==> config.mk <==
export PLATFORM = sky130hd
export DESIGN_NAME = absdiff_arbiter
export DESIGN_NICKNAME = d
export VERILOG_FILES = /design/src/rtl/absdiff_pkg.sv /design/src/rtl/absdiff_unit.sv /design/src/rtl/absdiff_arbiter.sv
export SDC_FILE = /design/constraint.sdc
export NUM_CORES = 1
export LEC_CHECK = 0
export CAP_MARGIN = 20
export CORE_MARGIN = 10
export CORE_UTILIZATION = 42
export CTS_BUF_LIST = sky130_fd_sc_hd__clkbuf_4 sky130_fd_sc_hd__clkbuf_8 sky130_fd_sc_hd__clkbuf_16
export DETAILED_ROUTE_END_ITERATION = 8
export PLACE_DENSITY = 0.82
export SLEW_MARGIN = 20
export SYNTH_ARGS = -nofsm -noshare
export SYNTH_HDL_FRONTEND = slang
export SYNTH_SLANG_ARGS = --single-unit
==> constraint.sdc <==
create_clock -name clk -period 2.6 [get_ports clk]
set_input_delay 0.26 -clock clk [delete_from_list [all_inputs] [get_ports clk]]
set_output_delay 0.26 -clock clk [all_outputs]
set_load 0.01 [all_outputs]
==> src/rtl/absdiff_pkg.sv <==
// Shared types, default sizes and the absolute-difference helper for the
// absdiff_arbiter block.
package absdiff_pkg;

    typedef enum logic [1:0] {
        IDLE = 2'd0,
        CALC = 2'd1,
        OUT  = 2'd2
    } state_t;

    localparam int DEF_NUM_REQ = 4;
    localparam int DEF_DATA_W  = 8;
    localparam int DEF_CNT_W   = 16;

    // Widest operand the helper accepts; callers zero-extend into it and
    // narrow the result back to their own DATA_W+1 bits.
    localparam int ABS_MAX_W   = 32;

    function automatic logic [ABS_MAX_W:0] abs_diff(input logic [ABS_MAX_W-1:0] a,
                                                    input logic [ABS_MAX_W-1:0] b);
        return (a > b) ? {1'b0, a - b} : {1'b0, b - a};
    endfunction

endpackage

==> src/rtl/absdiff_unit.sv <==
// Registered |a-b| with load enable and synchronous clear. The requester ID
// travels alongside so the result and its owner are always captured together.
module absdiff_unit
    import absdiff_pkg::*;
#(
    parameter  int DATA_W = DEF_DATA_W,
    parameter  int ID_W   = 2,
    localparam int RES_W  = DATA_W + 1
) (
    input  logic              clk,
    input  logic              clr,
    input  logic              load,
    input  logic [DATA_W-1:0] a,
    input  logic [DATA_W-1:0] b,
    input  logic [ID_W-1:0]   id,
    output logic [RES_W-1:0]  res_data,
    output logic [ID_W-1:0]   res_id
);

    // Result register: cleared by clr, otherwise captures |a-b| and ID on load.
    always_ff @(posedge clk) begin
        // NOTE: non-blocking assignments in clocked blocks so every register
        // samples pre-edge values, independent of statement order.
        if (clr) begin
            res_data <= '0;
            res_id   <= '0;
        end else if (load) begin
            res_data <= RES_W'(abs_diff(ABS_MAX_W'(a), ABS_MAX_W'(b)));
            res_id   <= id;
        end
    end

endmodule

==> src/rtl/absdiff_arbiter.sv <==
// Round-robin sharing of one registered absolute-difference unit between
// NUM_REQ requesters. Each accepted pair spends one cycle in CALC and is then
// held in OUT until the downstream side accepts it.
module absdiff_arbiter
    import absdiff_pkg::*;
#(
    parameter  int NUM_REQ = DEF_NUM_REQ,
    parameter  int DATA_W  = DEF_DATA_W,
    parameter  int CNT_W   = DEF_CNT_W,
    localparam int ID_W    = $clog2(NUM_REQ),
    localparam int RES_W   = DATA_W + 1
) (
    input  logic                        clk,
    input  logic                        rst,
    input  logic [NUM_REQ-1:0]          req_valid,
    output logic [NUM_REQ-1:0]          req_ready,
    input  logic [NUM_REQ*DATA_W-1:0]   req_a,
    input  logic [NUM_REQ*DATA_W-1:0]   req_b,
    output logic                        res_valid,
    input  logic                        res_ready,
    output logic [RES_W-1:0]            res_data,
    output logic [ID_W-1:0]             res_id,
    output logic                        busy,
    output logic [CNT_W-1:0]            done_cnt
);

    state_t            state;
    logic [ID_W-1:0]   rr_ptr;
    logic [ID_W-1:0]   winner;
    logic [ID_W-1:0]   idx;
    logic              found;
    logic              grant_ok;
    logic              granted;
    logic              res_xfer;
    logic [DATA_W-1:0] op_a;
    logic [DATA_W-1:0] op_b;
    logic [ID_W-1:0]   op_id;

    assign res_xfer = res_valid & res_ready;
    assign busy     = (state != IDLE);

    // A grant may only be issued while idle, or while the held result leaves.
    assign grant_ok = !rst && ((state == IDLE) || ((state == OUT) && res_ready));
    assign granted  = grant_ok & found;

    // Round-robin search: first valid requester starting at rr_ptr, wrapping.
    always_comb begin
        // NOTE: every variable gets a default before the loop; a path that
        // leaves one unassigned would infer a latch.
        found  = 1'b0;
        winner = rr_ptr;
        idx    = rr_ptr;
        for (int k = 0; k < NUM_REQ; k++) begin
            idx = rr_ptr + ID_W'(k);
            if (!found && req_valid[idx]) begin
                found  = 1'b1;
                winner = idx;
            end
        end
    end

    // Accept strobe goes to the winner only, and only in a grant cycle.
    always_comb begin
        req_ready = '0;
        if (granted) begin
            req_ready[winner] = 1'b1;
        end
    end

    // Operand register: loaded with the winner's pair on every grant.
    always_ff @(posedge clk) begin
        // NOTE: no reset here on purpose; the operands are only consumed in
        // CALC, which is always preceded by a load.
        if (granted) begin
            op_a  <= req_a[winner*DATA_W +: DATA_W];
            op_b  <= req_b[winner*DATA_W +: DATA_W];
            op_id <= winner;
        end
    end

    // Control FSM with registered res_valid, round-robin pointer and counter.
    always_ff @(posedge clk) begin
        if (rst) begin
            state     <= IDLE;
            rr_ptr    <= '0;
            res_valid <= 1'b0;
            done_cnt  <= '0;
        end else begin
            if (res_xfer) begin
                done_cnt <= done_cnt + 1'b1;
            end
            if (granted) begin
                rr_ptr <= winner + 1'b1;
            end
            case (state)
                IDLE: begin
                    if (granted) begin
                        state <= CALC;
                    end
                end
                CALC: begin
                    state     <= OUT;
                    res_valid <= 1'b1;
                end
                OUT: begin
                    if (res_ready) begin
                        res_valid <= 1'b0;
                        state     <= granted ? CALC : IDLE;
                    end
                end
                default: begin
                    state     <= IDLE;
                    res_valid <= 1'b0;
                end
            endcase
        end
    end

    absdiff_unit #(
        .DATA_W (DATA_W),
        .ID_W   (ID_W)
    ) u_unit (
        .clk      (clk),
        .clr      (rst),
        .load     (state == CALC),
        .a        (op_a),
        .b        (op_b),
        .id       (op_id),
        .res_data (res_data),
        .res_id   (res_id)
    );

endmodule

==> impl_metrics.toml, run 1 <==
[global_route]
grt_pass1_wl_um = 13200
grt_pass1_vias = 2857
overflow = 0
antenna_found_initial = 0
grt.total_usage_pct = 13.5
grt_max_degree = 49

[pwr]
internal-power_uw = 1570
seqPwrFrac_pct = 40.5
clkPwrFrac_pct = 19.6
switchingPower_uw = 775
ir_drop_v = 0.000256
p_comb_share_pct = 39.9
switching_share_pct = 33.1
powerDensity_mw_per_mm2 = 519
p_leak_uw = 0.00186

[die]
die_height_um = 108
rows = 32
io_pins = 104
initial_utilization_pct = 42.8
die_w_um = 108
dieArea_mm2 = 0.0117
core-area_mm2 = 0.00765

[detailed_routing]
drtIter0Drc = 66
final_antenna_net_count = 0
wl_um = 8010
drt_first_pass_iters = 5
drc = 0
vias = 2830
viasPerCell = 5.00
wire_per_inst_um = 14.2

[yosys]
synth.net_count = 454
syn_area_mm2 = 0.00327
ys_seq_elements = 50
seq_area_frac_synth_pct = 36.1
ys_dominant_reg_cell = "dfxtp_1"
async_flop_share_pct = 0
yosys_warnings = 0
syn_inst = 360
synth_cell_types = 47
syn_avg_cell_area_um2 = 9.09
synth-edff-count = 18

[placed_design]
io_buffers = 103
placedInstanceArea_mm2 = 0.00440
hpwl_um = 6600
place.gp.congestion = 0.832

[hold_path]
hold_start = "u_unit.res_data[1]"
hold_path_class = "flip-flop to flip-flop"

[timing]
hold_viol = 0
clock.fmax_mhz = 400
finalCriticalPeriod_ns = 2.50
finalSetupViolCount = 0
worstMarginPinSlew_ns = 0.513
drv_slew = 0
timing.final.crit_share_pct = 96.1
timing.hold.ws_ns = 0.464
setup_tns_ns = 0
relSlewSlack_pct = 65.8
clock_skew_ns = 0.00670

[clock_network]
clkTransAtPathRegs_ns = 0.09
h-tree-depth = 2
insertion_delay_ns = 0.30
cts_tree = "done"
clk_path_buf_depth = 2
cts_sinks = 50
root_buffer = "clkbuf_8"
numCtsBuffers = 5

[worst_setup_path]
path_max_fanout = 5
crit_required_ns = 2.34
critical_path_class = "input pin to output port"
endpoint_kind = "output port"
timing.rr.start = "op_b[3]"
critical_path.startpoint = "req_valid[0]"
reg2reg_slack_ns = 0.32
worstSetupStartpointType = "input pin"
cp.arrival_ns = 2.24

[cells_and_area]
n_antenna_cell = 0
final_area_mm2 = 0.00451
finalNetCount = 557
layout-drive-gt1-share_pct = 7.11
area_delta_synth_final_pct = 38.0

[run]
drv_cap = 0

[run_status]
status = "complete, no violations"
==> cell usage after synthesis, types with 2 or more instances <==
| cell | count | area [um2] |
|---|---|---|
| a21oi_1 | 33 | 165 |
| dfxtp_1 | 32 | 641 |
| nor2_1 | 30 | 113 |
| nor2b_1 | 25 | 156 |
| mux2i_1 | 24 | 240 |
| a211oi_1 | 23 | 173 |
| nand2_1 | 22 | 82.6 |
| ha_1 | 21 | 263 |
| inv_1 | 21 | 78.8 |
| edfxtp_1 | 18 | 541 |
| xor2_1 | 14 | 123 |
| o21ai_0 | 10 | 50.1 |
| nand3_1 | 9 | 45.0 |
| and3_1 | 8 | 50.1 |
| clkbuf_1 | 7 | 26.3 |
| and2_1 | 5 | 31.3 |
| nand2b_1 | 5 | 31.3 |
| a21o_1 | 4 | 30.0 |
| a31oi_1 | 4 | 25.0 |
| buf_6 | 4 | 45.0 |
| xnor2_1 | 4 | 35.0 |
| buf_2 | 3 | 15.0 |
| buf_4 | 3 | 22.5 |
| a211o_1 | 2 | 17.5 |
| a21oi_2 | 2 | 17.5 |
| clkbuf_8 | 2 | 27.5 |
| fa_1 | 2 | 40.0 |
| nor3_1 | 2 | 10.0 |
| or2_2 | 2 | 12.5 |
| or3_1 | 2 | 12.5 |
==> critical path: stages <==
cell             delay [ns]
clkdlybuf4s50_1        0.47
nor2b_2                0.19
buf_4                  0.14
o31ai_4                0.32
ha_1                   0.20
and2_1                 0.12
clkdlybuf4s50_1        0.54
==> layout make-up <==
type | count | area (um2)
tap | 102 | 128
inverter | 21 | 78.8
sequential | 50 | 1180
clock buffer | 6 | 76.3
timing repair buffer | 115 | 1130
fill | 662 | 3130
multi-input combinational | 270 | 1910
clock inverter | 2 | 13.8
==> sequential cells by signal, summed over array words and instances (netlist names) <==
signal	count
op_a	8
done_cnt	16
u_unit.res_data	9
op_b	8
op_id	2
state	2
res_valid	1
rr_ptr	2
u_unit.res_id	2
==> worst paths after layout <==
check	endpoint	depth (start not counted)
max	req_ready[3]	7
min	u_unit.res_data[1]	2
max reg2reg	u_unit.res_data[8]	8
min reg2reg	u_unit.res_data[1]	2
==> metrics by stage <==
| stage | setup WS [ns] | instances | util, % | power (uW) |
|---|---|---|---|---|
| final | 0.101 | 566 | 59.0 | 2340 |
| after global routing | -0.00557 | 566 | 59.0 | 2500 |
| after CTS | 0.00426 | 565 | 58.7 | 2350 |
| after detailed placement | -0.00741 | 557 | 57.5 | 1890 |
| after global placement | 0.0636 | 557 | 57.5 | 1860 |
| after floorplan | 0.0365 | 360 | - | 1600 |
==> cells by family (layout without fill, tap and decap cells) <==
family                   Yosys count  after routing  synth area share, %
buffers and inverters             40            144                 6.58
AND/OR/NAND/NOR                  117            117                 18.5
flip-flops                        50             50                 36.1
multiplexers                      24             24                 7.34
AO/OA/AOI/OAI                     88             88                 17.4
XOR/XNOR                          18             18                 4.82
adder cells (fa/ha/maj)           23             23                 9.25
==> metal layers <==
metal | vias up | GRT usage (%) | share of wire (%)
met5 | - | 0 | 0
met2 | 79 | 23.4 | 48
li1 | 1463 | - | -
met4 | 0 | 3.86 | 1.3
met3 | 8 | 4.82 | 7.6
met1 | 1280 | 15.3 | 43
==> power by group through the flow <==
| stage | Clock (uW) | Sequential, uW | Combinational, uW |
|---|---|---|---|
| after global placement | 0 | 961 | 896 |
| after detailed placement | 0 | 967 | 922 |
| after global routing | 503 | 959 | 1040 |
| final | 459 | 948 | 934 |
| after floorplan | 0 | 968 | 628 |
| after CTS | 475 | 949 | 928 |
==> what timing repair did <==
item / 4_1_cts / 5_1_grt
endpoints found under the setup margin: 0 / 5
setup buffers: 0 / 1
resized for setup: 0 / 6
hold buffers: 0 / 0
==> placed cells by master, fill, tap and decap left out, drive strengths merged, types with 9 or more instances in the layout <==
cell type / n
a211oi: 23
a21oi: 35
and3: 9
buf: 12
clkdlybuf4s50: 100
dfxtp: 32
edfxtp: 18
ha: 21
inv: 22
mux2i: 24
nand2: 23
nand3: 9
nor2: 30
nor2b: 25
o21ai: 12
xor2: 14
No activity file was read; power rests on OpenSTA's default activity.
==> run 2, diff against run 1 <==
Settings changed: CAP_MARGIN 20 to unset.
==> results of run 2 <==
No change in the layout: final DEF, timing and power equal those of run 1.
==> run 3, diff against run 2 <==
Settings changed: CORE_UTILIZATION 42 to 35, PLACE_DENSITY 0.82 to 0.72.
==> run 3 against run 2 <==
- total power grew 2.6%
- fmax grew 1.1%
- routed wire length grew 0.55%
- design area grew 0.30%
- clock power grew 14%
- non-clock buffer count shrank 2
- largest power group unchanged
- highest routed layer unchanged
- via count shrank 1.9%
==> impl_metrics.toml, run 3 (synthesis results as in run 1) <==
[run_status]
status = "complete, no violations"

[worst_setup_path]
r2r_cells = 8
reg2reg_slack_ns = 0.24
critical_path.startpoint = "req_valid[0]"
worstSetupStartpointType = "input pin"
cp.arrival_ns = 2.21
worst_r2r_endpoint = "u_unit.res_data[6]"
timing.rr.start = "op_b[3]"
path_max_fanout = 5
endpoint_kind = "output port"
critical_path_class = "input pin to output port"
crit_required_ns = 2.34

[timing]
setup_slack_ns = 0.128
relSlewSlack_pct = 63.9
clock_skew_ns = 0.0114
setup_tns_ns = 0
timing.final.crit_share_pct = 95.1
worstMarginPinSlew_ns = 0.541
finalSetupViolCount = 0
clock.fmax_mhz = 404
finalCriticalPeriod_ns = 2.47
drv_slew = 0
grt_setup_unrepaired = "no"
hold_viol = 0

[clock_network]
clkTransAtPathRegs_ns = 0.10
root_buffer = "clkbuf_8"
numCtsBuffers = 5
cts_tree = "done"
cts_sinks = 50
clk_path_buf_depth = 2
h-tree-depth = 2
insertion_delay_ns = 0.31

[cells_and_area]
fill_cells = 853
top_regs = "done_cnt: 16 flops, u_unit.res_data: 9 flops"
layout-drive-gt1-share_pct = 6.71
final_common_cell = "clkdlybuf4s50_1"
area_delta_synth_final_pct = 38.4
multiInputGateArea_mm2 = 0.00191
final_area_mm2 = 0.00453
layout_common_cells = "clkdlybuf4s50_1 (100), a21oi_1 (32), dfxtp_1 (32)"
ff_latch_area_mm2 = 0.00118
largest_register = "done_cnt"
largest_reg_flops = 16
finalNetCount = 555
n_antenna_cell = 0

[global_route]
grt_max_degree = 49
grt.total_usage_pct = 12.0
grtUsageMet3_pct = 4.26
overflow = 0
grt_pass1_vias = 2873
use_met1_pct = 14.4
use_met2_pct = 19.8
grt_pass1_wl_um = 13400
top_usage_layer = "met2"
antenna_found_initial = 0

[detailed_routing]
drt_first_pass_iters = 4
wl_um = 8060
drtIter0Drc = 78
viasPerCell = 4.85
final_antenna_net_count = 0
drc = 0
wire_per_inst_um = 14.1
vias = 2777

[hold_path]
hold_start = "u_unit.res_data[1]"
holdPathEnd = "u_unit.res_data[1]"
hold_path_class = "flip-flop to flip-flop"
holdPathStages = 2

[pwr]
ir_drop_v = 0.000233
finalPower_uw = 2400
p_leak_uw = 0.00185
powerDensity_mw_per_mm2 = 530

[placed_design]
place_worst_setup_slack_ns = -0.0137
hpwl_um = 6590
io_buffers = 103
placedInstanceArea_mm2 = 0.00439
place.gp.congestion = 0.859

[die]
io_pins = 104
core-area_mm2 = 0.00915
die_w_um = 117
rows = 35
die_height_um = 117
initial_utilization_pct = 35.7
dieArea_mm2 = 0.0136

[run]
drv_cap = 0
[run 3: cell count changes in the layout (fill, tap and decap cells not counted)]
| cell | before | now |
|---|---|---|
| buf_4 | 12 | 10 |
| clkbuf_16 | 0 | 1 |
| clkbuf_4 | 1 | 0 |
| o21ai_0 | 10 | 9 |
| o21ai_1 | 1 | 2 |
[run 3: layer usage]
| layer | vias to the layer above | wire (um) |
|---|---|---|
| met4 | 0 | 95 |
| met2 | 80 | 3680 |
| met3 | 4 | 576 |
| li1 | 1459 | - |
| met1 | 1234 | 3700 |
| met5 | - | 0 |
[run 3: through the flow]
step	cells	util (%)	hold WS, ns
final	573	49.5	0.458
after global routing	573	49.5	0.497
after CTS	572	49.2	0.461
after detailed placement	564	48.0	0.447
after global placement	564	48.0	0.443
after floorplan	360	-	0.423
[run 3: worst max-delay path, stage by stage]
cell and delay [ns]:
clkdlybuf4s50_1 0.46, nor2b_2 0.19, buf_4 0.14, o31ai_4 0.24, inv_1 0.11, ha_1 0.20
and2_1 0.13, clkdlybuf4s50_1 0.48
[run 3: layout make-up]
type | count | share of cell area [%]
clock inverters | 2 | 0.304
flip-flops and latches | 50 | 26.1
multi-input cells | 270 | 42.1
well taps | 111 | 3.07
inverters | 21 | 1.74
repair buffers | 113 | 24.6
clock buffers | 6 | 2.07
[run 3: what timing repair did]
action                                 CTS  global route
setup endpoints to repair                0             5
setup buffers                            0             1
endpoints found under the hold margin    0             0
gates resized for setup                  0             7
hold buffers                             0             0
[run 3: report_power, final]
group / switching, uW / internal, uW
combinational: 470 / 458
sequential: 46.4 / 901
clock: 275 / 250
total: 792 / 1610
[run 3: how the worst max path moves through the flow]
stage | end | cells after the start | slack (ns)
after global routing | req_ready[1] | 8 | 0.02
after global placement | op_a[4] | 8 | 0.04
after CTS | req_ready[1] | 8 | 0.03
after floorplan | req_ready[0] | 3 | 0.04
final | req_ready[1] | 8 | 0.13
after detailed placement | op_b[5] | 8 | -0.01
